### src/rtl/lif_pkg.sv
// lif_pkg: shared definitions for the LIF neuron array and its stimulus path.
//   state_t      - two-state control enum (IDLE / RUN) used by the spike encoder
//   LIF_WIDTH    - default intensity / weight / threshold width
//   LIF_WIN_LOG2 - default log2 of the rate-coding window length
//   cnt_width()  - number of bits needed to hold the range 0..max_val (minimum 1)
package lif_pkg;

  typedef enum logic {
    IDLE = 1'b0,
    RUN  = 1'b1
  } state_t;

  localparam int LIF_WIDTH    = 8;
  localparam int LIF_WIN_LOG2 = 8;

  // A zero-width counter is not legal, so small ranges still get one bit.
  function automatic int cnt_width(input int max_val);
    return (max_val < 2) ? 1 : $clog2(max_val + 1);
  endfunction

endpackage

### src/rtl/spike_phase_acc.sv
// spike_phase_acc: phase accumulator with optional refractory suppression.
// Each enabled edge adds value into a WIDTH-bit accumulator; an overflow
// (carry out) is a spike candidate that fires only if no refractory period
// is pending. Dropped candidates are lost, not queued.
//   clk, rst - clock and asynchronous active-high reset
//   clear    - zero the accumulator and refractory counter (window start)
//   enable   - advance the accumulator this edge
//   value    - phase increment (intensity)
//   fire     - combinational: this edge produces an emitted spike
module spike_phase_acc
  import lif_pkg::*;
#(
  parameter int WIDTH   = LIF_WIDTH,
  parameter int REFRACT = 0
) (
  input  logic             clk,
  input  logic             rst,
  input  logic             clear,
  input  logic             enable,
  input  logic [WIDTH-1:0] value,
  output logic             fire
);

  localparam int RW = cnt_width(REFRACT);
  localparam logic [RW-1:0] REFR_LOAD = RW'(REFRACT);
  localparam logic [RW-1:0] REFR_ONE  = RW'(1);

  logic [WIDTH-1:0] acc_reg;
  logic [RW-1:0]    refr_reg;
  logic [WIDTH:0]   sum;

  // The extra top bit of the sum is the overflow carry.
  assign sum  = {1'b0, acc_reg} + {1'b0, value};
  assign fire = enable && sum[WIDTH] && (refr_reg == '0);

  always_ff @(posedge clk or posedge rst) begin
    if (rst) begin
      acc_reg  <= '0;
      refr_reg <= '0;
    end else if (clear) begin
      acc_reg  <= '0;
      refr_reg <= '0;
    end else if (enable) begin
      acc_reg <= sum[WIDTH-1:0];
      if (fire) begin
        refr_reg <= REFR_LOAD;
      end else if (refr_reg != '0) begin
        refr_reg <= refr_reg - REFR_ONE;
      end
    end
  end

endmodule

### src/rtl/spike_rate_encoder.sv
// spike_rate_encoder: converts an intensity accepted over valid/ready into a
// deterministic rate-coded spike train lasting 2^WIN_LOG2 RUN cycles.
//   clk, rst     - clock and asynchronous active-high reset
//   in_valid     - intensity offered
//   in_ready     - accepting (IDLE and not in reset)
//   in_value     - intensity, latched on the accept edge
//   spike        - registered one-cycle spike, drives a neuron syn input
//   busy         - window in progress
//   done         - one-cycle pulse in the first IDLE cycle after a window
//   spike_count  - spikes emitted in the current / last window
module spike_rate_encoder
  import lif_pkg::*;
#(
  parameter int WIDTH    = LIF_WIDTH,
  parameter int WIN_LOG2 = LIF_WIN_LOG2,
  parameter int REFRACT  = 0
) (
  input  logic                clk,
  input  logic                rst,
  input  logic                in_valid,
  output logic                in_ready,
  input  logic [WIDTH-1:0]    in_value,
  output logic                spike,
  output logic                busy,
  output logic                done,
  output logic [WIN_LOG2:0]   spike_count
);

  localparam logic [WIN_LOG2-1:0] WIN_LAST = '1;
  localparam logic [WIN_LOG2-1:0] WIN_ONE  = WIN_LOG2'(1);
  localparam logic [WIN_LOG2:0]   CNT_ONE  = (WIN_LOG2 + 1)'(1);

  state_t                state_reg;
  logic [WIDTH-1:0]      value_reg;
  logic [WIN_LOG2-1:0]   win_reg;
  logic [WIN_LOG2:0]     count_reg;
  logic                  spike_reg;
  logic                  done_reg;

  logic accept;
  logic run_en;
  logic fire;

  // rst is folded into in_ready only; inside the clocked block rst is
  // already known low, so accept does not need it.
  assign accept   = (state_reg == IDLE) && in_valid;
  assign run_en   = (state_reg == RUN);
  assign in_ready = (state_reg == IDLE) && !rst;

  assign spike       = spike_reg;
  assign busy        = run_en;
  assign done        = done_reg;
  assign spike_count = count_reg;

  spike_phase_acc #(
    .WIDTH   (WIDTH),
    .REFRACT (REFRACT)
  ) u_phase_acc (
    .clk    (clk),
    .rst    (rst),
    .clear  (accept),
    .enable (run_en),
    .value  (value_reg),
    .fire   (fire)
  );

  always_ff @(posedge clk or posedge rst) begin
    if (rst) begin
      state_reg <= IDLE;
      value_reg <= '0;
      win_reg   <= '0;
      count_reg <= '0;
      spike_reg <= 1'b0;
      done_reg  <= 1'b0;
    end else begin
      case (state_reg)
        IDLE: begin
          spike_reg <= 1'b0;
          done_reg  <= 1'b0;
          // An accept in the done cycle restarts immediately; the count of
          // the finished window is overwritten on that same edge.
          if (accept) begin
            value_reg <= in_value;
            win_reg   <= '0;
            count_reg <= '0;
            state_reg <= RUN;
          end
        end
        RUN: begin
          spike_reg <= fire;
          if (fire) begin
            count_reg <= count_reg + CNT_ONE;
          end
          win_reg <= win_reg + WIN_ONE;
          // Last RUN edge still updates normally; done and the final spike
          // appear together in the first IDLE cycle.
          if (win_reg == WIN_LAST) begin
            state_reg <= IDLE;
            done_reg  <= 1'b1;
          end
        end
        default: begin
          state_reg <= IDLE;
          spike_reg <= 1'b0;
          done_reg  <= 1'b0;
        end
      endcase
    end
  end

endmodule

### config.mk
export PLATFORM = sky130hd
export DESIGN_NAME = spike_rate_encoder
export DESIGN_NICKNAME = d
export VERILOG_FILES = /design/src/rtl/lif_pkg.sv /design/src/rtl/spike_phase_acc.sv /design/src/rtl/spike_rate_encoder.sv
export SDC_FILE = /design/constraint.sdc
export NUM_CORES = 1
export LEC_CHECK = 0
export BUFFER_PORTS_ARGS = -buffer_cell sky130_fd_sc_hd__buf_2
export CORE_AREA = 3 3 64 66
export CTS_CLUSTER_DIAMETER = 40
export DETAILED_ROUTE_END_ITERATION = 10
export DIE_AREA = 0 0 67 69
export PLACE_DENSITY = 0.74
export SYNTH_ARGS = -nofsm -noshare
export SYNTH_HDL_FRONTEND = slang
export SYNTH_SLANG_ARGS = --single-unit
### constraint.sdc
create_clock -name clk -period 2.55 [get_ports clk]
set_clock_uncertainty 0.1 [all_clocks]
set_input_delay 0.51 -clock clk [delete_from_list [all_inputs] [get_ports clk]]
set_output_delay 0.51 -clock clk [all_outputs]
set_load 0.03 [all_outputs]
==> impl_metrics.ini <==
[timing]
fmax_mhz = 418
drv_slew = 0
period_minus_slack_ps = 2390
worst_pin_slew_ps = 636
relSlewSlack_pct = 57.6
rsz0062_at_grt = false
finalSetupTns_ps = 0
hold_viol = 0
setup_viol = 0
fin_crit_sh_pct = 93.8

[clocking]
cts_root_buf = clkbuf_8
ctsHoldBuffers = 0
cts_made_buffers = 5
post_cts_buffers = 0
clk_pin_slew_ps = 70
cts_sinks = 36
cts-resized-gates = 0
ctsHtreeMaxLevel = 2
clock_latency_ps = 290
clock_path_buffers = 2
cts_tree = yes

[routing]
drc_errors = 0
wl_per_cell_um = 13.4
vias_per_cell = 5.49
firstDrtPassIters = 4
wirelength_um = 3580
num_vias = 1471
drt_iter0_drc = 61
final_antenna_net_count = 0

[floorplan]
die_h_um = 69
core.rowCount = 22
start_util_pct = 53.2
ios = 24
die_area_um2 = 4620
die_w_um = 67
coreArea_um2 = 3630

[outcome]
status = completed

[layout]
largest_reg_flops = 9
fill_cells = 322
fin_area_um2 = 2210
layout_commonest_cell = nand2_1
finalNetCount = 241
n_antenna_cell = 0
drive_above_1_share_pct = 20.0
final_cell_mix = 38 x nand2_1, 36 x dfrtp_1, 23 x buf_2
synthToLayoutAreaGrowth_pct = 14.2

[placed_design]
numPortBuffers = 23
dp_hpwl_um = 2600
post_dp_cell_area_um2 = 2100
globalplace.congestion = 0.809

[yosys]
yosysWarnings = 0
synth_cell_type_count = 41
synthTopCellsByArea = dfrtp_1 47%, nand2_1 7.4%, ha_1 6.5%, o21ai_0 3.1%, nand3_1 2.6%
ys_ff_latch = 36
ys_seq_area_share_pct = 46.6
synth_largest_area_cell = dfrtp_1
synth_top_cell_area_share_pct = 46.6
syn_avg_cell_area_um2 = 10.1
synth_edf_count = 0
syn_area_um2 = 1930
synth_nets = 214
synthFlopType = dfrtp_1
async_reset_ff_share_pct = 100
synthesis.instances = 192

[worst_setup_path]
critPathLaunch = u_phase_acc.acc_reg[0]$_DFFE_PP0P_
worst_path_max_delay_cell = fa_1
path_buf_inv = 1
critPathLaunchType = flip-flop
worstPathArrival_ps = 2470
crit_family = compound AO/OA/AOI/OAI gates
end_kind = flip-flop
path_cells = ha_1 -> fa_1 -> a211oi_2 -> o21ai_2 -> o221ai_4 -> inv_4 -> and3_1 -> a211o_1
criticalPathCategory = reg2reg
slowest_delay_ps = 440
crit_fanout = 9
worstReg2RegStart = u_phase_acc.acc_reg[0]$_DFFE_PP0P_
crit_required_ps = 2630

[worst_hold_path]
holdCritPathClass = in2async

[global_route]
grt_pass1_wl_um = 6310
gr-total-overflow = 0
grt_pass1_vias = 1399
grt.total_usage_pct = 17.6
grt_max_degree = 27
antenna_found_initial = 0

[power]
power.density_nw_per_um2 = 1090
combPwrFrac_pct = 41.5
p_leak_nw = 1.10
seqPwrFrac_pct = 38.3
ir_drop_mv = 0.559
intPower_mw = 1.50
switching_share_pct = 37.9
p_clk_share_pct = 20.2
switchingPower_mw = 0.915

[run]
maxCapViolCount = 0
stage by stage:
step           power (mW)  worst slack, ps  utilization (%)  instances  hold slack (ps)
2_1_floorplan        1.73              325                -        192              350
3_3_place_gp         1.92              205             57.8        260              369
3_5_place_dp         1.94              150             57.8        260              376
4_1_cts              2.44              140             60.8        268              149
5_1_grt              2.60             13.0             60.8        268              184
6_report             2.41              159             60.8        268              133
area by class of cell:
cell class	count	area, µm²	share of cell area (%)
timing repair buffer	27	158	7.14
multi-input combinational	146	968	43.9
sequential	36	901	40.8
tap	48	60.1	2.72
clock inverter	2	35.0	1.59
clock buffer	6	72.6	3.29
inverter	3	13.8	0.623
synth_stat cells, drive strengths merged (2+ instances only):
cell and instances:
nand2 38, dfrtp 36, o21ai 13, ha 10, nand3 10, nor2 7, and3 6, a211o 5
a21o 5, a21oi 5, clkbuf 5, nand2b 5, nor3 5, mux2i 4, nor3b 4, xnor2 4
a211oi 3, a22o 3, inv 3, nand4 3, o211ai 3, buf 2, nor2b 2, xor2 2
per-layer routing:
metal | GRT usage, % | vias up | wire length [µm]
li1 | - | 741 | -
met1 | 23.8 | 702 | 1690
met2 | 26.7 | 21 | 1670
met3 | 4.07 | 7 | 152
met4 | 7.21 | 0 | 59
met5 | 0 | - | 0
worst register-to-register path: stages, from the launching register on:
cell and delay [ps]:
dfrtp_1 380, ha_1 240, fa_1 440, a211oi_2 230
o21ai_2 120, o221ai_4 270, inv_4 100, and3_1 180
a211o_1 220
cells by family after synthesis:
family	after synthesis	synth area share, %
and+or+nand+nor	81	20.1
AOI/OAI and AO/OA	43	17.1
DFF	36	46.6
adders and majority gates	11	7.50
buffers and inverters	10	3.36
xor gates and xnor gates	6	2.72
muxes	5	2.65
power groups by stage:
stage               clock network (mW)  registers [mW]  logic (mW)
global placement                     0           0.929       0.988
global route                     0.521           0.953        1.13
finish                           0.489           0.924        1.00
CTS                              0.498           0.925        1.01
detailed placement                   0           0.934        1.00
floorplan                            0           0.978       0.753
final timing paths:
kind	to	cells after the start	slack (ps)
setup / recovery	spike_count[3]$_DFFE_PP0P_	8	160
hold / removal	value_reg[6]$_DFFE_PP0P_	2	130
setup reg to reg	spike_count[3]$_DFFE_PP0P_	8	160
hold reg to reg	value_reg[6]$_DFFE_PP0P_	2	390
max in group asynchronous	value_reg[0]$_DFFE_PP0P_	3	1710
min in group clk	value_reg[5]$_DFFE_PP0P_	3	310
No activity file was read; power rests on OpenSTA's default activity.
